<file path="src/rtl/bcd_pkg.sv">
// Shared BCD definitions: FSM state encodings and per-digit adjust constants,
// used by both the BCD-to-binary and binary-to-BCD sides.
package bcd_pkg;

  typedef enum logic [1:0] {
    ST_IDLE  = 2'd0,
    ST_SHIFT = 2'd1,
    ST_DONE  = 2'd2
  } state_t;

  localparam int         BCD_DIGIT_W   = 4;
  localparam logic [3:0] ADJ_THRESH    = 4'd8;
  localparam logic [3:0] ADJ_VAL       = 4'd3;
  localparam logic [3:0] BCD_MAX_DIGIT = 4'd9;

endpackage

</file>
<file path="src/rtl/bcd_digit_sub3.sv">
// Combinational per-digit correction for reverse double-dabble:
// a digit that picked up a shifted-in weight of 8 really carries 5, so take 3 off.
module bcd_digit_sub3
  import bcd_pkg::*;
(
  input  logic [BCD_DIGIT_W-1:0] digit,
  output logic [BCD_DIGIT_W-1:0] adjusted
);

  assign adjusted = (digit >= ADJ_THRESH) ? (digit - ADJ_VAL) : digit;

endmodule

</file>
<file path="src/rtl/bcd_to_binary_seq.sv">
// Sequential BCD-to-binary converter (shift right / subtract-three), one bit per cycle.
// Optional macro BCD_DIGIT_CHECK_EN flags digits above 9 via bcd_err and forces a zero result.
module bcd_to_binary_seq
  import bcd_pkg::*;
#(
  parameter int DIGITS = 3,
  parameter int BIN_W  = 10
) (
  input  logic                          clk,
  input  logic                          rst_n,
  input  logic                          start,
  input  logic [BCD_DIGIT_W*DIGITS-1:0] bcd_in,
  output logic                          busy,
  output logic                          done,
  output logic [BIN_W-1:0]              binary_out,
  output logic                          bcd_err
);

  localparam int SR_W  = BCD_DIGIT_W * DIGITS;
  localparam int CNT_W = $clog2(SR_W + 1);
  localparam logic [CNT_W-1:0] LAST_CNT = CNT_W'(SR_W - 1);

  generate
    if ((2 ** BIN_W) <= (10 ** DIGITS - 1)) begin : g_bin_w_check
      $error("bcd_to_binary_seq: BIN_W too small for DIGITS");
    end
  endgenerate

  state_t           state_reg, state_next;
  logic [SR_W-1:0]  bcd_reg, bcd_next;
  logic [SR_W-1:0]  bin_reg, bin_next;
  logic [CNT_W-1:0] cnt_reg, cnt_next;
  logic [BIN_W-1:0] binary_out_reg, binary_out_next;

  logic [SR_W-1:0]  bcd_shr, bcd_adj, bin_shr;
  logic [BIN_W-1:0] result, result_final;
  logic             start_acc, last_shift;

  // One combined right shift of {bcd_reg, bin_reg}, then per-digit correction
  assign bcd_shr = bcd_reg >> 1;
  assign bin_shr = {bcd_reg[0], bin_reg[SR_W-1:1]};

  genvar gi;
  generate
    for (gi = 0; gi < DIGITS; gi++) begin : g_digit
      bcd_digit_sub3 u_sub3 (
        .digit    (bcd_shr[gi*BCD_DIGIT_W +: BCD_DIGIT_W]),
        .adjusted (bcd_adj[gi*BCD_DIGIT_W +: BCD_DIGIT_W])
      );
    end

    // After the last shift the whole value sits right-aligned in bin_shr
    if (BIN_W <= SR_W) begin : g_res_trunc
      assign result = bin_shr[BIN_W-1:0];
    end else begin : g_res_ext
      assign result = {{(BIN_W - SR_W){1'b0}}, bin_shr};
    end
  endgenerate

`ifdef BCD_DIGIT_CHECK_EN
  logic [DIGITS-1:0] digit_bad;
  logic              err_pend_reg;
  logic              bcd_err_reg;

  generate
    for (gi = 0; gi < DIGITS; gi++) begin : g_check
      assign digit_bad[gi] = (bcd_in[gi*BCD_DIGIT_W +: BCD_DIGIT_W] > BCD_MAX_DIGIT);
    end
  endgenerate

  always_ff @(posedge clk or negedge rst_n) begin
    if (!rst_n) begin
      err_pend_reg <= 1'b0;
      bcd_err_reg  <= 1'b0;
    end else if (start_acc) begin
      err_pend_reg <= |digit_bad;
      bcd_err_reg  <= 1'b0;
    end else if (last_shift) begin
      bcd_err_reg  <= err_pend_reg;
    end
  end

  assign result_final = err_pend_reg ? '0 : result;
  assign bcd_err      = bcd_err_reg;
`else
  assign result_final = result;
  assign bcd_err      = 1'b0;
`endif

  always_ff @(posedge clk or negedge rst_n) begin
    if (!rst_n) begin
      state_reg      <= ST_IDLE;
      bcd_reg        <= '0;
      bin_reg        <= '0;
      cnt_reg        <= '0;
      binary_out_reg <= '0;
    end else begin
      state_reg      <= state_next;
      bcd_reg        <= bcd_next;
      bin_reg        <= bin_next;
      cnt_reg        <= cnt_next;
      binary_out_reg <= binary_out_next;
    end
  end

  always_comb begin
    state_next      = state_reg;
    bcd_next        = bcd_reg;
    bin_next        = bin_reg;
    cnt_next        = cnt_reg;
    binary_out_next = binary_out_reg;
    start_acc       = 1'b0;
    last_shift      = 1'b0;

    case (state_reg)
      ST_IDLE: begin
        if (start) begin
          start_acc  = 1'b1;
          bcd_next   = bcd_in;
          bin_next   = '0;
          cnt_next   = '0;
          state_next = ST_SHIFT;
        end
      end
      ST_SHIFT: begin
        bcd_next = bcd_adj;
        bin_next = bin_shr;
        cnt_next = cnt_reg + 1'b1;
        // Result is registered on the final shift so it is valid alongside done
        if (cnt_reg == LAST_CNT) begin
          last_shift      = 1'b1;
          binary_out_next = result_final;
          state_next      = ST_DONE;
        end
      end
      ST_DONE: begin
        state_next = ST_IDLE;
      end
      default: begin
        state_next = ST_IDLE;
      end
    endcase
  end

  assign busy       = (state_reg == ST_SHIFT);
  assign done       = (state_reg == ST_DONE);
  assign binary_out = binary_out_reg;

endmodule

</file>
<file path="config.mk">
export PLATFORM = sky130hd
export DESIGN_NAME = bcd_to_binary_seq
export DESIGN_NICKNAME = d
export VERILOG_FILES = /design/src/rtl/bcd_pkg.sv /design/src/rtl/bcd_digit_sub3.sv /design/src/rtl/bcd_to_binary_seq.sv
export SDC_FILE = /design/constraint.sdc
export NUM_CORES = 1
export LEC_CHECK = 0
export BUFFER_PORTS_ARGS = -buffer_cell sky130_fd_sc_hd__buf_2
export CORE_UTILIZATION = 35
export DETAILED_ROUTE_END_ITERATION = 12
export SLEW_MARGIN = 10
export SYNTH_ARGS = -nofsm -noshare
export SYNTH_HDL_FRONTEND = slang
export SYNTH_SLANG_ARGS = --single-unit
</file>
<file path="constraint.sdc">
create_clock -name clk -period 1.8 [get_ports clk]
set_input_delay 0.18 -clock clk [delete_from_list [all_inputs] [get_ports clk]]
set_output_delay 0.18 -clock clk [all_outputs]
set_load 0.05 [all_outputs]
</file>
-- Word-level counts from Yosys, hierarchy flattened
Index checks and enable logic that the tools add are counted.
- bits in registers: 40
- input bits: 15
- add/subtract/negate cells: 4
- magnitude comparators: 3
- eq/ne operators: 5
- muxes and demuxes: 12
- reductions and logical operators: 5
- operator list (kind ; count):
    $pmux 12 s2 ; 2
    $mux 12 ; 2
    $mux 4 ; 4
    $ge 4x4->1 const B ; 2
    $pmux 4 s2 ; 1
    $sub 4x2->4 const B ; 2
    $reduce_and 2->1 ; 3
    $add 4x1->4 const B ; 1
    $eq 4x4->1 const B ; 1
    $ge 3x4->1 const B ; 1
    $mux 2 ; 2
    $pmux 2 s2 ; 1
    $sub 3x2->4 const B ; 1
    $eq 2x1->1 const B ; 1
    $eq 2x2->1 const B ; 1
    $logic_not 2->1 ; 1
    $ne 2x1->1 const B ; 1
    $ne 2x2->1 const B ; 1
    $reduce_bool 2->1 ; 1

-- Longest topological paths before layout
Gate-level depths: netlist of run 1.
- depth after elaboration: 3
- depth in mapped cells: 5
- depth with buffers taken out: 5

-- Modules after synthesis
Synthesis of run 1 repeated with hierarchy kept, for this count alone.
- cells, all modules: 156
- area total of the unflattened synthesis: 1874.3 um^2
- modules (own cells, without submodules) (module ; instances ; cells each ; area an instance (um^2) ; sequential area each (um^2)):
    bcd_to_binary_seq ; 1 ; 123 ; 1645.3 ; 975.9
    bcd_digit_sub3 ; 3 ; 11 ; 76.3 ; 0.0

-- Worst setup path before layout of run 1
No wires, ideal clock.
- path kind: flip-flop to flip-flop
- from: reg cnt_reg[0]
- to: reg binary_out_reg[0] (netlist: binary_out[0])
- setup time: 0.125 ns
- data arrival time: 1.343 ns
- slack: 0.332 ns
- stages on the path, launching flop included: 6
- buffers on the path: 1
- period minus slack after synthesis: 1.468 ns
- path through: dfrtp_1 ha_1 and3b_1 and2_4 buf_6 mux2_4
- longest elaborated chain between the ends: 2
- ends and longest elaborated chain (element ; line ; text):
    from (decl) ; bcd_to_binary_seq.sv:32 ; logic [CNT_W-1:0] cnt_reg, cnt_next;
    from (signal assigned) ; bcd_to_binary_seq.sv:101 ; cnt_reg <= cnt_next;
    $eq 4x4->1 ; bcd_to_binary_seq.sv:130 ; if (cnt_reg == LAST_CNT) begin
    $reduce_and 2->1 (no source line) ; n/a ;
    to (signal assigned) ; bcd_to_binary_seq.sv:102 ; binary_out_reg <= binary_out_next;
    to (decl) ; bcd_to_binary_seq.sv:33 ; logic [BIN_W-1:0] binary_out_reg, binary_out_next;
Every way passes these cells.
A chain may end at the register's enable or synchronous reset.

-- Worst setup path after layout of run 1
- from: reg state_reg[0]
- to: out busy
- longest elaborated chain between the ends: 1
- ends and longest elaborated chain (element ; line ; text):
    from (decl) ; bcd_to_binary_seq.sv:29 ; state_t state_reg, state_next;
    from (signal assigned) ; bcd_to_binary_seq.sv:98 ; state_reg <= state_next;
    $eq 2x1->1 ; bcd_to_binary_seq.sv:145 ; assign busy = (state_reg == ST_SHIFT);
    to (decl) ; bcd_to_binary_seq.sv:13 ; output logic busy,
Every way passes these cells.

==> results of run 1 <==
-- worst register-to-register path: stages (launching register included) --
cell	delay, ps
dfrtp_1	390
ha_1	180
and3b_1	180
and2_4	270
mux2_2	360
-- stage by stage --
step	hold WS, ps	cell area (sq um)	total power (uW)
after CTS	115	2100	3730
final	124	2100	3690
after global routing	133	2100	3950
after floorplan	-116	1800	2740
after detailed placement	266	2000	3130
after global placement	250	2000	3050
-- repair_timing --
action / 4_1_cts / 5_1_grt
hold buffers: 1 / 0
hold endpoints to repair: 39 / 0
setup endpoints to repair: 0 / 1
resized for setup: 0 / 1
-- final cells by class --
cell class / count / area, sq um / share of cell area
multi-input combinational: 95 / 742 / 0.353
tap: 67 / 83.8 / 0.0399
inverter: 6 / 22.5 / 0.0107
timing repair buffer: 33 / 185 / 0.0882
sequential: 39 / 977 / 0.465
clock buffer: 5 / 68.8 / 0.0328
clock inverter: 3 / 20.0 / 0.00954
-- placed cells by master, fill, tap and decap left out, drive strengths merged, types with 5 or more instances in the layout --
cell | synthesis | final
ha | 5 | 5
nand2 | 13 | 13
dfrtp | 39 | 39
a21oi | 6 | 6
buf | 8 | 32
mux2 | 10 | 10
o21ai | 10 | 10
clkbuf | 0 | 5
a22o | 12 | 12
inv | 6 | 6
-- logic make-up (layout without fill, tap and decap cells) --
logic type / Yosys count / count (layout) / synth area share
flops: 39 / 39 / 0.543
compound gates: 37 / 37 / 0.149
simple gates: 35 / 35 / 0.109
buf+inv: 14 / 47 / 0.0445
mux: 13 / 13 / 0.0981
fa+ha+maj: 5 / 5 / 0.0348
xor+xnor: 4 / 4 / 0.0195
other cells: 1 / 1 / 0.00209
-- per-layer routing --
metal,track usage,up-vias,share of wire
li1,-,581,-
met1,0.172,591,0.45
met2,0.234,18,0.51
met3,0.0480,2,0.035
met4,0.0513,0,0.0091
met5,0,-,0
-- synthesized netlist by cell type (2+ instances only) --
library cell | count | share of area
buf_6 | 2 | 0.013
o31ai_1 | 2 | 0.0083
nor3b_1 | 2 | 0.0083
dfrtp_1 | 39 | 0.54
buf_4 | 2 | 0.0083
ha_1 | 5 | 0.035
mux2i_1 | 3 | 0.017
a21oi_1 | 6 | 0.017
nor2b_1 | 2 | 0.0070
o211a_1 | 2 | 0.011
nand4_1 | 2 | 0.0070
nor2_1 | 4 | 0.0083
xnor2_1 | 2 | 0.0097
inv_1 | 5 | 0.010
buf_2 | 4 | 0.011
nand2b_1 | 3 | 0.010
a22o_1 | 12 | 0.058
a221o_1 | 2 | 0.011
mux2_4 | 9 | 0.075
xor2_1 | 2 | 0.0097
and3b_1 | 4 | 0.019
nand2_1 | 13 | 0.027
o21ai_0 | 9 | 0.025
-- where the power goes --
group	total, uW	switching (uW)	leakage [uW]	internal [uW]
logic	1530	866	0.000504	665
registers	1580	330	0.000501	1250
clock network	587	317	0.0000402	270
-- worst min-delay path by stage --
stage | from | to | slack (ps) | cells past startpoint
detailed placement | rst_n | bcd_reg[8]$_DFFE_PN0P_ | 270 | 2
global placement | rst_n | bcd_reg[11]$_DFFE_PN0P_ | 250 | 2
CTS | bcd_in[11] | bcd_reg[11]$_DFFE_PN0P_ | 120 | 3
finish | bcd_in[11] | bcd_reg[11]$_DFFE_PN0P_ | 120 | 3
floorplan | rst_n | bcd_reg[0]$_DFFE_PN0P_ | -120 | 0
global route | bcd_in[11] | bcd_reg[11]$_DFFE_PN0P_ | 130 | 3
==> out/metrics.cfg, run 1 <==
[worst_setup_path]
crit_path_start=state_reg[0]$_DFFE_PN0P_
crit_end=busy
max_stage_delay_ps=510
crit_path_start_kind=flip-flop
crit_type=flip-flop to primary output
rrSetupSlack_ps=330
cp.arrival_ps=1470
slowest_stage=dfrtp_2
cp_cell_sequence=nand2b_2, inv_2, buf_4, buf_2
timing.rr.start=cnt_reg[0]$_DFFE_PN0P_
path_delay_family=buffers and inverters
r2r_cells=4
end_kind=primary output
cp_data_required_time_ps=1620
r2r-end=binary_out[6]$_DFFE_PN0P_
crit_path_max_fanout=15
path_depth=4
critPathBufInv=3

[drt]
drtAntennaViolNets=0
vias_per_cell=4.81
num_vias=1192
initialDrtViolationCount=76
wl_microns=3410
drc_errors=0
post_drt_wl_per_cell_microns=13.7
dr.pass1.iters=4

[grt]
grt_pass1_vias=1211
grt_pass1_wl_microns=5660
grt_max_degree=40
grt_util_all_layers=0.142
overflow=0
antenna_found_initial=0

[sta]
tns_ps=0
rsz0062_at_grt=false
setup_viol=0
fin_ws_ps=148
hold_violations=0
skew_ps=5.95
period_share=0.918
period_needed_ps=1650
max_freq_ghz=0.606
drv_slew=0

[die]
die_h_microns=73.7
ios=28
die_x_microns=73.7
coreArea_sq_um=4820
die_area_sq_um=5430
rows=25
start_util=0.373

[logic_synthesis]
synth_edf_count=0
ys_seq_area_frac=0.543
postSynthCellCount=148
synthFlopType=dfrtp_1
synth_area_sq_um=1800
ys_seq_elements=39
ys_warn_count=0
synth_cell_types=35
async_flop_share=1.00
synth_area_per_cell_sq_um=12.1
syn-num-nets=168

[cts]
clockRootBuffer=clkbuf_8
clk_pin_slew_ps=80
cts_buffers=5
clock_latency_ps=290
cts_tree=yes
post_cts_buffers=0
clkSinkCount=39
clock_path_buffers=2
h-tree-depth=2

[final_layout]
n_antenna_cell=0
nNetsFinal=200
final_cells=248
drive_gt1_frac=0.309
areaGrowthSynthToFinish_pct=16.8
n_fill_cell=481
utilization=0.436
largest_reg_flops=12

[pwr]
powerDensity_nw_per_um2=1760
power.static_leakage_uw=0.00104
ir_worst_vdd_v=0.000452

[run_status]
outcome=finished, final reports clean

[min_path]
hp-class=input pin to flip-flop

[placement]
post-dp-hpwl_microns=2360
portBuffers=26
globalplace.congestion=0.762
pre_cts_slack_ps=245
place_inst=239

[run]
drv_cap=0

No activity file was read; power rests on OpenSTA's default activity.
==> inputs of run 2 (changes only) <==
--- a/config.mk
+++ b/config.mk
@@ -8,6 +8,7 @@
 export BUFFER_PORTS_ARGS = -buffer_cell sky130_fd_sc_hd__buf_2
 export CORE_UTILIZATION = 35
 export DETAILED_ROUTE_END_ITERATION = 12
+export RECOVER_POWER = 25
 export SLEW_MARGIN = 10
 export SYNTH_ARGS = -nofsm -noshare
 export SYNTH_HDL_FRONTEND = slang
==> out/metrics.cfg, run 2 (synthesis gave the netlist of run 1 again) <==
[cts]
clock_path_buffers=2
h-tree-depth=2
post_cts_buffers=0
clockRootBuffer=clkbuf_8
cts_tree=yes
clock_latency_ps=290
clkSinkCount=39
cts_buffers=5
clk_pin_slew_ps=80

[run_status]
outcome=finished, final reports clean

[die]
rows=25
die_x_microns=73.7
die_area_sq_um=5430
coreArea_sq_um=4820
die_h_microns=73.7
ios=28
start_util=0.373

[worst_setup_path]
end_kind=primary output
rrSetupSlack_ps=330
r2r_cells=4
crit_path_start_kind=flip-flop
cp.arrival_ps=1470
timing.rr.start=cnt_reg[0]$_DFFE_PN0P_
r2r-end=binary_out[6]$_DFFE_PN0P_
cp_data_required_time_ps=1620
crit_path_start=state_reg[0]$_DFFE_PN0P_
crit_path_max_fanout=15
crit_type=flip-flop to primary output

[min_path]
hp-start=bcd_in[11]
hp-class=input pin to flip-flop
min_to=bcd_reg[11]$_DFFE_PN0P_
min_path_cells=3

[final_layout]
areaGrowthSynthToFinish_pct=16.6
layout_common_cells=dfrtp_1, buf_2, nand2_1
mostFrequentLayoutCell=dfrtp_1
n_fill_cell=482
nNetsFinal=200
largest_reg_flops=12
drive_gt1_frac=0.309
n_antenna_cell=0

[drt]
wl_microns=3400
vias_per_cell=4.81
drtAntennaViolNets=0
dr.pass1.iters=4
num_vias=1192
post_drt_wl_per_cell_microns=13.7
initialDrtViolationCount=76
drc_errors=0

[placement]
post-dp-hpwl_microns=2360
portBuffers=26
globalplace.congestion=0.762

[sta]
rsz0062_at_grt=false
tightest_slew_ps=946
drv_slew=0
tns_ps=0
hold_violations=0
relSlewSlack=0.370
period_needed_ps=1650
max_freq_ghz=0.606
period_share=0.918
setup_viol=0
skew_ps=5.95

[grt]
grt_max_degree=40
grt_pass1_vias=1211
overflow=0
grt_pass1_wl_microns=5660
antenna_found_initial=0
grt_util_all_layers=0.142

[pwr]
total_power_uw=3690
ir_worst_vdd_v=0.000451
powerDensity_nw_per_um2=1760
power.static_leakage_uw=0.00104

[run]
drv_cap=0

-- run 2: changes by cell type in the layout (fill, tap and decap cells not counted) --
cell      delta
clkbuf_2     +1
buf_4        -1
-- run 2: worst max path at each step --
stage                     slack [ps]                         to  depth (start not counted)
after global placement           290  binary_out[6]$_DFFE_PN0P_                          4
after floorplan                  330  binary_out[0]$_DFFE_PN0P_                          5
after detailed placement         250  binary_out[6]$_DFFE_PN0P_                          4
final                            150                       busy                          4
after CTS                          9                       busy                          4
after global routing              50                       busy                          4
-- run 2: worst max-delay path, stage by stage, from the launching register on --
cell and delay (ps):
dfrtp_2 510, nand2b_2 120, inv_2 80, buf_4 190
buf_2 290
-- run 2: cell type report --
class	count	area, sq um	area share
Tap cell	67	83.8	0.0400
Clock buffer	5	68.8	0.0328
Multi-Input combinational cell	95	742	0.354
Timing Repair Buffer	33	183	0.0871
Clock inverter	3	20.0	0.00955
Inverter	6	22.5	0.0107
Sequential cell	39	977	0.466
-- run 2: stage by stage --
| step | instance area (sq um) | std cells | worst slack [ps] | hold WS, ps | utilization |
|---|---|---|---|---|---|
| after detailed placement | 2000 | 239 | 245 | 266 | 0.415 |
| after global routing | 2100 | 248 | 50.2 | 133 | 0.435 |
| after floorplan | 1800 | 148 | 332 | -116 | - |
| after CTS | 2100 | 248 | 9.45 | 115 | 0.436 |
| after global placement | 2000 | 239 | 293 | 250 | 0.415 |
| final | 2100 | 248 | 148 | 123 | 0.435 |
-- run 2: what timing repair did --
action,CTS,global route
resized for setup,0,1
hold endpoints to repair,39,0
hold buffers,1,0
endpoints found under the setup margin,0,1
-- run 2: power by group --
part | internal, uW | total [uW] | switching [uW]
Clock | 270 | 587 | 317
Sequential | 1250 | 1580 | 330
Combinational | 664 | 1530 | 866
-- run 2: metal layers --
metal / wire length (microns) / part of all wire / vias to the layer above / GRT usage
met1: 1520 / 0.45 / 591 / 0.172
met4: 31 / 0.0091 / 0 / 0.0513
met2: 1730 / 0.51 / 18 / 0.234
li1: - / - / 581 / -
met5: 0 / 0 / - / 0
met3: 118 / 0.035 / 2 / 0.0480
==> inputs of run 3 (changes only) <==
--- a/config.mk
+++ b/config.mk
@@ -8,6 +8,7 @@
 export BUFFER_PORTS_ARGS = -buffer_cell sky130_fd_sc_hd__buf_2
 export CORE_UTILIZATION = 35
 export DETAILED_ROUTE_END_ITERATION = 12
+export GPL_TIMING_DRIVEN = 0
 export RECOVER_POWER = 25
 export SLEW_MARGIN = 10
 export SYNTH_ARGS = -nofsm -noshare
==> out/metrics.cfg, run 3 (synthesis gave the netlist of run 1 again) <==
[sta]
tightest_slew_ps=969
drv_slew=0
tns_ps=0
setup_viol=0
period_needed_ps=1690
fin_ws_ps=112
period_share=0.938
skew_ps=8.23
relSlewSlack=0.354
hold_violations=0
max_freq_ghz=0.592
rsz0062_at_grt=false

[placement]
pre_cts_slack_ps=218
place_inst=241
post-dp-hpwl_microns=2410
portBuffers=26
globalplace.congestion=0.751

[worst_setup_path]
cp.arrival_ps=1510
rrSetupSlack_ps=220
crit_path_start=state_reg[1]$_DFFE_PN0P_
cp_data_required_time_ps=1620
timing.rr.start=cnt_reg[0]$_DFFE_PN0P_
r2r-end=binary_out[7]$_DFFE_PN0P_
crit_path_start_kind=flip-flop
r2r_cells=5
crit_type=flip-flop to primary output
end_kind=primary output
crit_path_max_fanout=10

[drt]
top_layer_used=met4
wl_met1_microns=1570
post_drt_wl_per_cell_microns=14.1
wl_microns=3500
vias_per_cell=4.94
routed-wl-met2_microns=1760
drtAntennaViolNets=0
drc_errors=0
dr.pass1.iters=4
met3_length_microns=100
initialDrtViolationCount=61
num_vias=1224

[grt]
overflow=0
grt_pass1_vias=1246
grt_util_all_layers=0.145
grt_max_degree=40
grt_pass1_wl_microns=5830
antenna_found_initial=0

[cts]
h-tree-depth=2
clk_pin_slew_ps=70
clock_latency_ps=290
cts_tree=yes
cts_buffers=5
post_cts_buffers=0
clkSinkCount=39
clockRootBuffer=clkbuf_8
cts_hold_buffers=0
clock_path_buffers=2
cts_resized=0

[final_layout]
n_antenna_cell=0
drive_gt1_frac=0.304
nNetsFinal=201
layout_common_cells=dfrtp_1, buf_2, nand2_1
areaGrowthSynthToFinish_pct=17.9
largest_reg_flops=12
utilization=0.440
mostFrequentLayoutCell=dfrtp_1
final_cells=248
n_fill_cell=474

[pwr]
ir_worst_vdd_v=0.000481
power.static_leakage_uw=0.00106
powerDensity_nw_per_um2=1800

[die]
coreArea_sq_um=4820
die_area_sq_um=5430
die_x_microns=73.7
ios=28
start_util=0.373
die_h_microns=73.7
rows=25

[run]
drv_cap=0

[min_path]
hp-class=input pin to async pin

[run_status]
outcome=finished, final reports clean

run 3: cell count changes in the layout (fill, tap and decap cells not counted), moves of 2 or more:
cell	delta
clkinvlp_4	-2
buf_4	-3
buf_6	+2
clkbuf_4	+2
run 3: critical path: stages (launching register included):
cell and delay [ps]:
dfrtp_1 410, nand2b_2 210, inv_2 130, clkbuf_4 220, clkbuf_4 250
run 3: layout make-up:
type                    count  area, sq um  share of cell area
plain buffers               8         60.1              0.0283
clock inverters             1         30.0              0.0142
clock buffers               6         72.6              0.0342
inverters                   6         22.5              0.0106
multi-input cells          95          742               0.350
repair buffers             26          133              0.0626
flip-flops and latches     39          976               0.460
well taps                  67         83.8              0.0396
run 3: how the worst max path moves through the flow:
stage	to	slack [ps]	cells after the start
floorplan	binary_out[0]$_DFFE_PN0P_	330	5
global placement	binary_out[8]$_DFFE_PN0P_	260	5
detailed placement	binary_out[3]$_DFFE_PN0P_	220	5
CTS	busy	20	4
global route	busy	30	4
finish	busy	110	4
run 3: per-layer routing:
layer	global-route usage	up-vias
met5	0	-
met4	0.0577	0
met3	0.0384	6
met2	0.231	19
met1	0.187	618
li1	-	581
run 3: power breakdown:
| part | total, uW | internal, uW | switching [uW] |
|---|---|---|---|
| clock | 688 | 406 | 282 |
| sequential | 1550 | 1250 | 309 |
| combinational | 1580 | 674 | 908 |
| total | 3820 | 2330 | 1500 |
run 3: through the flow:
stage	total power, uW	cell area (sq um)	hold WS (ps)
2_1_floorplan	2740	1800	-116
3_3_place_gp	3050	2010	317
3_5_place_dp	3140	2010	343
4_1_cts	3860	2110	13.9
5_1_grt	4070	2120	103
6_report	3820	2120	36.9
